File: src/rtl/regfile_write_arbiter_if.sv
// rtl/regfile_write_arbiter_if.sv - writeback, reservation and hazard-query bundle for the register file writer
interface regfile_write_arbiter_if #(
    parameter int DEPTH = 4
);
    localparam int CW = $clog2(DEPTH + 1);

    logic          a_valid;
    logic          a_ready;
    logic [4:0]    a_sel;
    logic [31:0]   a_dat;
    logic          b_valid;
    logic          b_ready;
    logic [4:0]    b_sel;
    logic [31:0]   b_dat;
    logic          rsv_en;
    logic [4:0]    rsv_sel;
    logic [4:0]    q_sel1;
    logic [4:0]    q_sel2;
    logic          q_busy1;
    logic          q_busy2;
    logic          WEN;
    logic [4:0]    wsel;
    logic [31:0]   wdat;
    logic [CW-1:0] b_count;

    modport master (
        output a_valid, a_sel, a_dat, b_valid, b_sel, b_dat,
               rsv_en, rsv_sel, q_sel1, q_sel2,
        input  a_ready, b_ready, q_busy1, q_busy2, WEN, wsel, wdat, b_count
    );

    modport slave (
        input  a_valid, a_sel, a_dat, b_valid, b_sel, b_dat,
               rsv_en, rsv_sel, q_sel1, q_sel2,
        output a_ready, b_ready, q_busy1, q_busy2, WEN, wsel, wdat, b_count
    );
endinterface

File: src/rtl/regfile_write_arbiter.sv
// rtl/regfile_write_arbiter.sv - merges ALU and long-latency writebacks into one register file write per cycle
module regfile_write_arbiter #(
    parameter int DEPTH      = 4,
    parameter int STARVE_MAX = 8
) (
    input  logic                    clk,
    input  logic                    n_rst,
    regfile_write_arbiter_if.slave  wb
);
    localparam int AW = $clog2(DEPTH);
    localparam int CW = $clog2(DEPTH + 1);
    localparam int SW = $clog2(STARVE_MAX + 1);
    localparam logic [CW-1:0] DEPTH_C    = CW'(DEPTH);
    localparam logic [SW-1:0] STARVE_LIM = SW'(STARVE_MAX);

    logic [36:0]   mem [DEPTH];
    logic [AW-1:0] wr_ptr;
    logic [AW-1:0] rd_ptr;
    logic [CW-1:0] count;
    logic [SW-1:0] starve;
    logic [31:0]   busy;
    logic [31:0]   busy_n;

    logic          fifo_empty;
    logic          fifo_full;
    logic          push;
    logic          pop;
    logic          force_b;
    logic          take_a;
    logic          win;
    logic [4:0]    win_sel;
    logic [31:0]   win_dat;

    always_comb begin
        fifo_empty = (count == '0);
        fifo_full  = (count == DEPTH_C);
        force_b    = (starve == STARVE_LIM) && !fifo_empty;
        take_a     = wb.a_valid && !force_b;
        pop        = !fifo_empty && (force_b || !wb.a_valid);
        push       = wb.b_valid && !fifo_full;
        win        = take_a || pop;
        if (take_a) begin
            win_sel = wb.a_sel;
            win_dat = wb.a_dat;
        end else begin
            win_sel = mem[rd_ptr][36:32];
            win_dat = mem[rd_ptr][31:0];
        end

        // The clear tracks the write being registered this edge; a same-edge
        // reservation of that register belongs to a newer producer, so it wins.
        busy_n = busy;
        if (win && (win_sel != 5'd0))
            busy_n[win_sel] = 1'b0;
        if (wb.rsv_en && (wb.rsv_sel != 5'd0))
            busy_n[wb.rsv_sel] = 1'b1;
    end

    assign wb.a_ready = !force_b;
    assign wb.b_ready = !fifo_full;
    assign wb.q_busy1 = busy[wb.q_sel1];
    assign wb.q_busy2 = busy[wb.q_sel2];
    assign wb.b_count = count;

    always_ff @(posedge clk) begin
        if (push)
            mem[wr_ptr] <= {wb.b_sel, wb.b_dat};
    end

    always_ff @(posedge clk or negedge n_rst) begin
        if (!n_rst) begin
            wr_ptr  <= '0;
            rd_ptr  <= '0;
            count   <= '0;
            starve  <= '0;
            busy    <= '0;
            wb.WEN  <= 1'b0;
            wb.wsel <= '0;
            wb.wdat <= '0;
        end else begin
            if (push)
                wr_ptr <= wr_ptr + 1'b1;
            if (pop)
                rd_ptr <= rd_ptr + 1'b1;

            case ({push, pop})
                2'b10:   count <= count + 1'b1;
                2'b01:   count <= count - 1'b1;
                default: count <= count;
            endcase

            if (pop || fifo_empty)
                starve <= '0;
            else if (take_a)
                starve <= starve + 1'b1;

            busy   <= busy_n;
            wb.WEN <= win && (win_sel != 5'd0);
            if (win) begin
                wb.wsel <= win_sel;
                wb.wdat <= win_dat;
            end
        end
    end
endmodule
File: src/flat_wrapper.sv
// flat-port wrapper written by rule: the top's interface ports become plain ports
module regfile_write_arbiter_flat 
#(
    parameter int DEPTH      = 4,
    parameter int STARVE_MAX = 8
)
  (clk, n_rst, wb_a_valid, wb_a_sel, wb_a_dat, wb_b_valid, wb_b_sel, wb_b_dat, wb_rsv_en, wb_rsv_sel, wb_q_sel1, wb_q_sel2, wb_a_ready, wb_b_ready, wb_q_busy1, wb_q_busy2, wb_WEN, wb_wsel, wb_wdat, wb_b_count);
  regfile_write_arbiter_if #(.DEPTH(DEPTH)) wb_i ();
  input  logic clk;
  input  logic n_rst;
  input wire logic [$bits(wb_i.a_valid)-1:0] wb_a_valid;
  input wire logic [$bits(wb_i.a_sel)-1:0] wb_a_sel;
  input wire logic [$bits(wb_i.a_dat)-1:0] wb_a_dat;
  input wire logic [$bits(wb_i.b_valid)-1:0] wb_b_valid;
  input wire logic [$bits(wb_i.b_sel)-1:0] wb_b_sel;
  input wire logic [$bits(wb_i.b_dat)-1:0] wb_b_dat;
  input wire logic [$bits(wb_i.rsv_en)-1:0] wb_rsv_en;
  input wire logic [$bits(wb_i.rsv_sel)-1:0] wb_rsv_sel;
  input wire logic [$bits(wb_i.q_sel1)-1:0] wb_q_sel1;
  input wire logic [$bits(wb_i.q_sel2)-1:0] wb_q_sel2;
  output wire logic [$bits(wb_i.a_ready)-1:0] wb_a_ready;
  output wire logic [$bits(wb_i.b_ready)-1:0] wb_b_ready;
  output wire logic [$bits(wb_i.q_busy1)-1:0] wb_q_busy1;
  output wire logic [$bits(wb_i.q_busy2)-1:0] wb_q_busy2;
  output wire logic [$bits(wb_i.WEN)-1:0] wb_WEN;
  output wire logic [$bits(wb_i.wsel)-1:0] wb_wsel;
  output wire logic [$bits(wb_i.wdat)-1:0] wb_wdat;
  output wire logic [$bits(wb_i.b_count)-1:0] wb_b_count;
  assign wb_i.a_valid = wb_a_valid;
  assign wb_i.a_sel = wb_a_sel;
  assign wb_i.a_dat = wb_a_dat;
  assign wb_i.b_valid = wb_b_valid;
  assign wb_i.b_sel = wb_b_sel;
  assign wb_i.b_dat = wb_b_dat;
  assign wb_i.rsv_en = wb_rsv_en;
  assign wb_i.rsv_sel = wb_rsv_sel;
  assign wb_i.q_sel1 = wb_q_sel1;
  assign wb_i.q_sel2 = wb_q_sel2;
  assign wb_a_ready = wb_i.a_ready;
  assign wb_b_ready = wb_i.b_ready;
  assign wb_q_busy1 = wb_i.q_busy1;
  assign wb_q_busy2 = wb_i.q_busy2;
  assign wb_WEN = wb_i.WEN;
  assign wb_wsel = wb_i.wsel;
  assign wb_wdat = wb_i.wdat;
  assign wb_b_count = wb_i.b_count;
  regfile_write_arbiter #(.DEPTH(DEPTH), .STARVE_MAX(STARVE_MAX)) u_core (.clk(clk), .n_rst(n_rst), .wb(wb_i));
endmodule
File: config.mk
export PLATFORM = sky130hd
export DESIGN_NAME = regfile_write_arbiter_flat
export DESIGN_NICKNAME = d
export VERILOG_FILES = /design/src/rtl/regfile_write_arbiter_if.sv /design/src/rtl/regfile_write_arbiter.sv /design/src/flat_wrapper.sv
export SDC_FILE = /design/constraint.sdc
export NUM_CORES = 1
export LEC_CHECK = 0
export BUFFER_PORTS_ARGS = -buffer_cell sky130_fd_sc_hd__buf_2
export CORE_MARGIN = 2
export CORE_UTILIZATION = 31
export DETAILED_ROUTE_END_ITERATION = 10
export PLACE_DENSITY = 0.53
export SLEW_MARGIN = 20
export SYNTH_ARGS = -nofsm -noshare
export SYNTH_HDL_FRONTEND = slang
export SYNTH_SLANG_ARGS = --single-unit
export TNS_END_PERCENT = 50
File: constraint.sdc
create_clock -name clk -period 2.87 [get_ports clk]
set_input_delay 0.574 -clock clk [delete_from_list [all_inputs] [get_ports clk]]
set_output_delay 0.574 -clock clk [all_outputs]
set_load 0.03 [all_outputs]
==> summary.md <==
| Metric | Value |
|---|---|
| Status | finished with violations |
| Failing checks | negative setup slack |
| Die area | 0.03348 mm² |
| Avg Inst Size Synth | 15.91 µm² |
| Post-synthesis register bit count | 229 |
| Worst Setup Start Kind | flip-flop |
| Synthesized cell area | 0.009930 mm² |
| Final Cell Area | 0.01211 mm² |
| Fin. Hold Viols | 0 |
| Vias per cell | 4.907 |
| Routed via count | 5,918 |
| Layout area overhead | 21.93% |
| Die H | 183.0 µm |
| DIE WIDTH | 183.0 µm |
| Final count of pins violating max slew | 0 |
| Fin worst setup slack | -0.02189 ns |
| CTS Hold Bufs | 0 |
| Worst-Skew Late Latency | 0.53 ns |
| Leakage | 4.624 nW |
| Post-DRT Antenna Nets | 0 |
| Mapped Nets | 726 |
| Path type of the worst setup path | flip-flop to primary output |
| Netlist cell types | 50 |
| Critical path endpoint category | primary output |
| Post-synthesis sequential area ratio | 65.17% |
| Dpl cells | 1,153 |
| First-pass GRT wire length | 35,960 µm |
| Ports | 139 |
| Crit path from | u_core.busy[10] |
| Post-Syn Instances | 624 |
| CTS Buf Count | 27 |
| Clock Skew | 0.01440 ns |
| WL final | 23,170 µm |
| # DRC | 0 |
| PortBufs | 138 |
| Commonest non-fill, non-tap cell in the layout | edfxtp_1 |
| RR Endpoint | u_core.busy[16] |
| Iter 0 DRT Violations | 492 |
| Arr. time, crit path | 2.32 ns |
| Starting Density | 31.47% |
| Worst Reg2Reg Path Length in Cells | 9 |
| Max VDD drop | 0.4543 mV |
| Dpl hpwl | 15,620 µm |
| Number of synthesized flops with an enable pin | 148 |
| Largest net degree at the start of global routing | 44 |
| Core Rows | 65 |
| Dpl ws | 0.004447 ns |
| Core area | 0.03156 mm² |
| CTS Root Cell | clkbuf_16 |
| Most frequent cells in the layout | edfxtp_1, buf_2, dfrtp_1 |
| CTS sink cnt | 229 |
| Post-Place Cell Area | 0.01119 mm² |
| Critical path required time | 2.30 ns |
| Initial antenna violation count | 6 |
| Worst Hold Class | input pin to async pin |
| All-Layer GR Usage | 13.87% |
| Worst-case hold slack | 0.07808 ns |
| Minimum clock period | 2.892 ns |
| Critical-path cell list | mux4_2 -> mux4_2 -> mux2_4 -> buf_6 |
| DR pass1 iterations | 5 |
| RSZ-0062 raised after global routing | true |
| Cell Pwr Density | 1008 mW/mm² |
| Synth warn | 0 |
| Routability congestion estimate | 0.8006 |
| Final Core Density | 38.37% |
| Layout fillers | 3,000 |
| R2r setup slk | 0.44 ns |
| Share of flip-flops with an asynchronous set or reset | 35.37% |
| Slowest cell on crit path | mux4_2 |
| CTS H-tree depth | 1 |
| Gr ovfl total | 0 |
| Slew headroom | 55.84% |
| CTS max path bufs | 3 |
| Layout Cells excl Fill | 1,206 |
| Crit path max fanout | 4 |
| Period utilization | 100.8% |
| # setup viols final | 2 |
| CTS tree | built |
| Worst r2r src | u_core.starve[0] |
| Max-cap violations | 0 |
| Synth Flop Type | edfxtp_1 |
| Most used cell, CP | mux4_2 |
| F_max | 345.8 MHz |
| Nets | 883 |
| Max incr delay on CP | 0.48 ns |
| Worst setup path end | wb_q_busy1 |
| Clock Pin Slew Worst Setup and Hold Paths | 0.05 ns |
| Routed WL per cell | 19.21 µm |
| Slew @ Worst Pin | 0.6625 ns |
| Vias in the first global route | 6,037 |
| Share of layout cells above drive strength 1 | 35.16% |
## final cells by class
type	instances	area (µm²)	area share (%)
clock buffer	31	700.7	5.788
timing repair buffer	157	910.9	7.524
sequential	229	6474	53.47
multi-input combinational	340	3232	26.69
inverter	26	97.59	0.8061
clock inverter	19	183.9	1.519
antenna	2	5.005	0.04134
tap	402	503.0	4.155
## routing by layer
layer	track usage, %	up-vias	routed length, µm
met3	3.535	38	1475
li1	-	2736	-
met1	18.98	2975	10280
met5	0	-	41
met4	2.720	6	311
met2	22.52	163	11060
## Yosys cell counts, types with 4 or more instances
cell / n / area [µm²]
o211ai_1: 11 / 82.58
xor2_1: 4 / 35.03
nand2_1: 66 / 247.7
clkbuf_1: 9 / 33.78
edfxtp_1: 148 / 4444
dfrtp_1: 81 / 2027
buf_2: 11 / 55.05
o21ai_0: 54 / 270.3
o31ai_1: 10 / 75.07
mux4_2: 55 / 1239
o221ai_1: 6 / 52.55
buf_4: 6 / 45.04
inv_1: 26 / 97.59
mux2i_1: 37 / 370.4
a21oi_1: 6 / 30.03
ha_1: 7 / 87.58
and3_1: 6 / 37.54
nand3_1: 5 / 25.02
nor2_1: 17 / 63.81
xnor2_1: 4 / 35.03
## worst min-delay path by stage
stage	from	end	slack, ns	depth (start not counted)
2_1_floorplan	n_rst	u_core.busy[0]	0.28	0
3_3_place_gp	u_core.busy[0]	u_core.busy[0]	0.40	0
3_5_place_dp	u_core.busy[0]	u_core.busy[0]	0.41	0
4_1_cts	n_rst	u_core.busy[8]	0.08	1
5_1_grt	n_rst	u_core.busy[18]	0.11	1
6_report	n_rst	u_core.busy[8]	0.08	1
## critical path: cells and delay by family (launching register included)
kind	cells	cell delay [ns]
buffers and inverters	1	0.14
DFF	1	0.43
muxes	3	1.23
## power breakdown
part / leakage [nW] / switching [mW] / internal, mW
Sequential: 2.26 / 0.475 / 4.45
Clock: 0.430 / 1.36 / 2.02
Combinational: 1.93 / 2.33 / 1.57
## sequential cells by signal (all words and copies together) (netlist names)
register,cells
u_core.wb.WEN,1
u_core.rd_ptr,2
u_core.wb.b_count,3
u_core.wb.wsel,5
u_core.starve,4
u_core.busy,32
u_core.wr_ptr,2
u_core.mem,148
u_core.wb.wdat,32
## metrics by stage
step / total power [mW] / TNS [ns]
finish: 12.20 / -0.04278
detailed placement: 8.929 / 0
global placement: 8.903 / 0
floorplan: 7.624 / 0
global route: 12.89 / -0.1767
CTS: 12.40 / -0.08756
## cell families after synthesis
| group | share of synthesized area, % |
|---|---|
| AO/OA/AOI/OAI | 6.149 |
| AND/OR/NAND/NOR | 6.061 |
| buffers and inverters | 2.596 |
| adder cells (fa/ha/maj) | 1.084 |
| multiplexers | 18.23 |
| XOR/XNOR | 0.7056 |
| flip-flops | 65.17 |
## timing repair
item / in CTS / in global routing
setup buffers: 1 / 0
endpoints found under the setup margin: 2 / 2
gates resized for setup: 5 / 1
(Power assumes the default switching activity.)
